$ cat config.mk
export PLATFORM = sky130hd
export DESIGN_NAME = stack_cmd_issuer
export DESIGN_NICKNAME = d
export VERILOG_FILES = /design/src/rtl/stack_pkg.sv /design/src/rtl/cmd_fifo.sv /design/src/rtl/stack_cmd_issuer.sv
export SDC_FILE = /design/constraint.sdc
export NUM_CORES = 1
export LEC_CHECK = 0
export CAP_MARGIN = 0
export CORE_MARGIN = 3
export CORE_UTILIZATION = 40
export DETAILED_ROUTE_END_ITERATION = 10
export MAX_ROUTING_LAYER = met4
export SLEW_MARGIN = 10
export SYNTH_ARGS = -nofsm -noshare
export SYNTH_HDL_FRONTEND = slang
export SYNTH_SLANG_ARGS = --single-unit
export TNS_END_PERCENT = 1
$ cat constraint.sdc
create_clock -name clk -period 5.6 [get_ports clk]
set_input_delay 1.12 -clock clk [delete_from_list [all_inputs] [get_ports clk]]
set_output_delay 1.12 -clock clk [all_outputs]
set_load 0.05 [all_outputs]
$ cat src/rtl/stack_pkg.sv
// Shared definitions for the stack command path: ctl encodings, stack size, depth tracking.
package stack_pkg;

  localparam logic [1:0] CTL_DRAIN = 2'b00;
  localparam logic [1:0] CTL_HALF  = 2'b01;
  localparam logic [1:0] CTL_FULL  = 2'b10;
  localparam logic [1:0] CTL_SPLIT = 2'b11;

  localparam int STACK_SIZE = 3;

  // Occupancy of the downstream stack after it consumes one command.
  function automatic logic [1:0] depth_next(input logic [1:0] depth, input logic [1:0] ctl);
    logic [1:0] nxt;
    case (depth)
      2'd0:    nxt = (ctl == CTL_SPLIT) ? 2'd1 : 2'd0;
      2'd1:    nxt = (ctl == CTL_DRAIN) ? 2'd0 : (ctl == CTL_SPLIT) ? 2'd2 : 2'd1;
      2'd2:    nxt = (ctl == CTL_DRAIN) ? 2'd1 : (ctl == CTL_SPLIT) ? 2'd3 : 2'd2;
      default: nxt = (ctl == CTL_HALF || ctl == CTL_FULL) ? 2'd3 : 2'd2;
    endcase
    return nxt;
  endfunction

endpackage

$ cat src/rtl/cmd_fifo.sv
// Generic command FIFO: registered storage, combinational head read, synchronous clear.
// Push is written at the tail on the edge; the caller must not push when full or pop when empty.
module cmd_fifo #(
  parameter int WIDTH = 34,
  parameter int DEPTH = 4
) (
  input  logic                     clk,
  input  logic                     rst,
  input  logic                     clr,
  input  logic                     push,
  input  logic [WIDTH-1:0]         wr_data,
  input  logic                     pop,
  output logic [WIDTH-1:0]         rd_data,
  output logic [$clog2(DEPTH):0]   count,
  output logic                     full
);

  localparam int AW = $clog2(DEPTH);
  localparam int CW = AW + 1;

  logic [WIDTH-1:0] mem [DEPTH];
  logic [AW-1:0]    wr_ptr;
  logic [AW-1:0]    rd_ptr;

  assign rd_data = mem[rd_ptr];
  assign full    = (count == CW'(DEPTH));

  always_ff @(posedge clk) begin
    if (push && !clr) begin
      mem[wr_ptr] <= wr_data;
    end
  end

  // Pointers are exactly AW bits wide, so the increments wrap modulo DEPTH.
  always_ff @(posedge clk) begin
    if (rst || clr) begin
      wr_ptr <= '0;
      rd_ptr <= '0;
      count  <= '0;
    end else begin
      if (push) wr_ptr <= wr_ptr + AW'(1);
      if (pop)  rd_ptr <= rd_ptr + AW'(1);
      case ({push, pop})
        2'b10:   count <= count + CW'(1);
        2'b01:   count <= count - CW'(1);
        default: count <= count;
      endcase
    end
  end

endmodule

$ cat src/rtl/stack_cmd_issuer.sv
// Buffers commands and issues one per cycle to the stack stage, withholding splits when the stack is full.
// One-cycle minimum latency (no bypass); stall freezes issue while pushes continue until the buffer fills.
module stack_cmd_issuer
  import stack_pkg::*;
#(
  parameter int DATA_WIDTH = 32,
  parameter int FIFO_DEPTH = 4
) (
  input  logic                         clk,
  input  logic                         rst,
  input  logic                         in_valid,
  output logic                         in_ready,
  input  logic [1:0]                   in_ctl,
  input  logic [DATA_WIDTH-1:0]        in_data,
  input  logic                         flush,
  input  logic                         stall,
  output logic [1:0]                   out_ctl,
  output logic [DATA_WIDTH-1:0]        out_data,
  output logic [1:0]                   o_depth,
  output logic [$clog2(FIFO_DEPTH):0]  o_count,
  output logic                         o_hold
);

  logic                  full;
  logic                  push;
  logic                  pop;
  logic                  empty;
  logic                  withhold;
  logic [DATA_WIDTH+1:0] head;
  logic [1:0]            head_ctl;
  logic [DATA_WIDTH-1:0] head_data;

  assign {head_ctl, head_data} = head;

  assign in_ready = !full && !flush && !rst;
  assign push     = in_valid && in_ready;
  assign empty    = (o_count == '0);
  // A split into a full stack would overflow it; issue a drain instead and retry next cycle.
  assign withhold = !empty && (head_ctl == CTL_SPLIT) && (o_depth == 2'(STACK_SIZE));
  assign pop      = !rst && !flush && !stall && !empty && !withhold;

  cmd_fifo #(
    .WIDTH (DATA_WIDTH + 2),
    .DEPTH (FIFO_DEPTH)
  ) u_fifo (
    .clk     (clk),
    .rst     (rst),
    .clr     (flush),
    .push    (push),
    .wr_data ({in_ctl, in_data}),
    .pop     (pop),
    .rd_data (head),
    .count   (o_count),
    .full    (full)
  );

  always_ff @(posedge clk) begin
    if (rst) begin
      out_ctl  <= CTL_DRAIN;
      out_data <= '0;
      o_depth  <= 2'd0;
      o_hold   <= 1'b0;
    end else if (flush) begin
      out_ctl  <= CTL_DRAIN;
      out_data <= '0;
      o_depth  <= depth_next(o_depth, CTL_DRAIN);
      o_hold   <= 1'b0;
    end else if (stall) begin
      o_hold   <= 1'b0;
    end else if (pop) begin
      out_ctl  <= head_ctl;
      out_data <= head_data;
      o_depth  <= depth_next(o_depth, head_ctl);
      o_hold   <= 1'b0;
    end else begin
      out_ctl  <= CTL_DRAIN;
      out_data <= '0;
      o_depth  <= depth_next(o_depth, CTL_DRAIN);
      o_hold   <= withhold;
    end
  end

endmodule

==> out/qor.txt <==
Status: finished, final reports clean
Slew Viols, Final: 0
CTS Sinks: 182
Setup bufs post-CTS: 0
Area growth, synth to finish: 24.0%
Leak: 2.62 nW
Cell area after synthesis: 6680 um^2
HP Class: flip-flop to flip-flop
Congestion Overflow GR: 0
Initial antenna violation count: 0
Slack of the critical path: 1.46 ns
Final hold vios: 0
Diodes inserted: 0
DR pass1 iterations: 4
Placer Congestion: 0.768
Via Count: 3342
Sequential-to-total area share from yosys stat: 0.749
Worst hold slack: 0.448 ns
Mean post-synth cell area: 19.9 um^2
Largest net degree at the start of global routing: 38
CTS Root Cell: clkbuf_16
Post-synth EDFFs: 136
Vias in the first global route: 3627
Ports: 80
Iter 0 DRT Violations: 246
Final nets: 464
Min cycle time layout: 4.14 ns
Clock transition at path regs: 0.06 ns
Reg2reg path depth: 9
Pwr dens: 334 nW/um^2
Port buffer count: 79
YS warnings: 0
Post-CTS sizing: 0
Tot GR Track Use: 0.155
F_max: 242 MHz
Synthesized instance count: 336
RSZ-0062 raised after global routing: no
TritonCTS buffer count: 17
Core ar.: 16100 um^2
Initial Util: 0.414
Die outline area: 18300 um^2
Residual DRC: 0
Max VDD drop: 237 uV
Crit Path Class: primary input to primary output
# fillers: 1301
Fin crit share: 0.739
Clk_skew: 0.00709 ns
Total power draw: 0.00276 W
Synthesized Nets: 384
FP Rows: 46
Place WS: 1.45 ns
Critical R2R Capture: u_fifo.count[2]
Crit path arrival time: 3.02 ns
Max-slew headroom: 0.352
WHS Path Cells: 1
Setup tns final: 0 ns
Later-pin clock latency in the skew report: 0.42 ns
Yosys reg bits: 182
Worst Path Max Fanout: 10
Maximum clock path buffer count: 2
Hold wc startpoint: u_fifo.rd_ptr[1]
Avg Vias per Cell: 5.18
Worst setup EP type: primary output
H-tree levels: 4
Predominant post-synthesis flop cell: edfxtp_1
CTS tree: built
DIE WIDTH: 135 um
First-pass GRT wire length: 20300 um
Max cap viols: 0
Slew @ Worst Pin: 0.972 ns
Placed wire-length estimate: 7580 um
DRT antenna net count: 0
Setup-failing EPs final: 0
WL final: 12800 um
Share of layout cells above drive strength 1: 0.182
Reg2Reg Setup Slack: 2.35 ns
Cts hold-fix bufs: 0
WL/cell: 19.8 um
Ys async rst share: 0
Distinct cells, synth: 34
Die Ht: 135 um
Worst Setup Start Kind: primary input
CP required: 4.48 ns
[per-layer routing]
metal  vias up  wire length, um  share of wire  track usage
met2        66             6700           0.52        0.258
met3        13              516          0.040       0.0416
met5         -                0              0            -
li1       1536                -              -            -
met1      1727             5390           0.42        0.185
met4         0              171          0.013       0.0538
[cells by family (layout without fill, tap and decap cells)]
| group | after synthesis | after routing | share of synthesized area |
|---|---|---|---|
| xor gates and xnor gates | 4 | 4 | 0.00525 |
| muxes | 38 | 38 | 0.121 |
| DFF | 182 | 182 | 0.749 |
| AOI/OAI and AO/OA | 45 | 45 | 0.0637 |
| buffers and inverters | 27 | 120 | 0.0178 |
| and+or+nand+nor | 31 | 31 | 0.0251 |
| adders and majority gates | 9 | 9 | 0.0180 |
[how the worst max path moves through the flow]
stage | start | to | cells after the start | slack [ns]
finish | rst | in_ready | 4 | 1.46
global route | rst | in_ready | 4 | 1.40
CTS | rst | in_ready | 4 | 1.45
detailed placement | rst | in_ready | 4 | 1.45
global placement | rst | in_ready | 4 | 1.46
floorplan | rst | in_ready | 3 | 2.07
[layout by cell type (no fill, tap or decap), types with 3 or more instances in the layout]
| cell type | netlist | final |
|---|---|---|
| and2_2 | 0 | 4 |
| nand2_1 | 5 | 5 |
| mux2i_1 | 3 | 3 |
| mux4_2 | 34 | 34 |
| bufinv_16 | 0 | 4 |
| xnor2_1 | 3 | 3 |
| clkdlybuf4s50_1 | 0 | 78 |
| nor2_1 | 10 | 9 |
| ha_1 | 8 | 8 |
| clkinv_1 | 0 | 3 |
| nor3_1 | 3 | 3 |
| dfxtp_1 | 46 | 44 |
| edfxtp_1 | 136 | 136 |
| clkinvlp_4 | 0 | 3 |
| a21oi_1 | 3 | 3 |
| inv_1 | 7 | 7 |
| clkbuf_16 | 0 | 17 |
| a32o_1 | 34 | 34 |
[registers in the layout (all words and copies together) (netlist names), named ones only]
signal	flops
o_depth	2
o_hold	1
out_ctl	2
out_data	32
u_fifo.count	3
u_fifo.mem	136
u_fifo.rd_ptr	2
u_fifo.wr_ptr	2
[Yosys cell counts, types with 2 or more instances]
cell,n,share of area
edfxtp_1,136,0.61
dfxtp_1,46,0.14
a32o_1,34,0.051
mux4_2,34,0.11
clkbuf_1,11,0.0062
nor2_1,10,0.0056
ha_1,8,0.015
inv_1,7,0.0039
buf_2,5,0.0037
nand2_1,5,0.0028
and2_1,4,0.0037
a21oi_1,3,0.0022
buf_4,3,0.0034
mux2i_1,3,0.0045
nor3_1,3,0.0022
xnor2_1,3,0.0039
nor2b_1,2,0.0019
o21ai_0,2,0.0015
or2_2,2,0.0019
[final cells by class]
type | instances | area, um^2 | area share
inverters | 7 | 26.3 | 0.00317
multi-input cells | 127 | 1570 | 0.189
clock inverters | 14 | 181 | 0.0219
clock buffers | 18 | 429 | 0.0518
repair buffers | 81 | 801 | 0.0967
flip-flops and latches | 182 | 5010 | 0.605
well taps | 216 | 270 | 0.0326
[per-stage QoR]
| step | instances | utilization | cell area [um^2] |
|---|---|---|---|
| after floorplan | 336 | - | 6680 |
| after global placement | 613 | 0.476 | 7670 |
| after detailed placement | 613 | 0.476 | 7670 |
| after CTS | 645 | 0.514 | 8280 |
| after global routing | 645 | 0.514 | 8280 |
| final | 645 | 0.514 | 8280 |
[worst max-delay path, cell delays in order]
cell and delay, ns:
clkdlybuf4s50_1 0.50, or2_2 0.44, a21oi_1 0.14, clkdlybuf4s50_1 0.81
[where the power goes]
part | leakage (nW) | internal [W] | switching, W
clock | 0.289 | 0.000742 | 0.000476
combinational | 0.731 | 0.0000380 | 0.0000454
sequential | 1.60 | 0.00146 | 0.00000299
No activity file was read; power rests on OpenSTA's default activity.
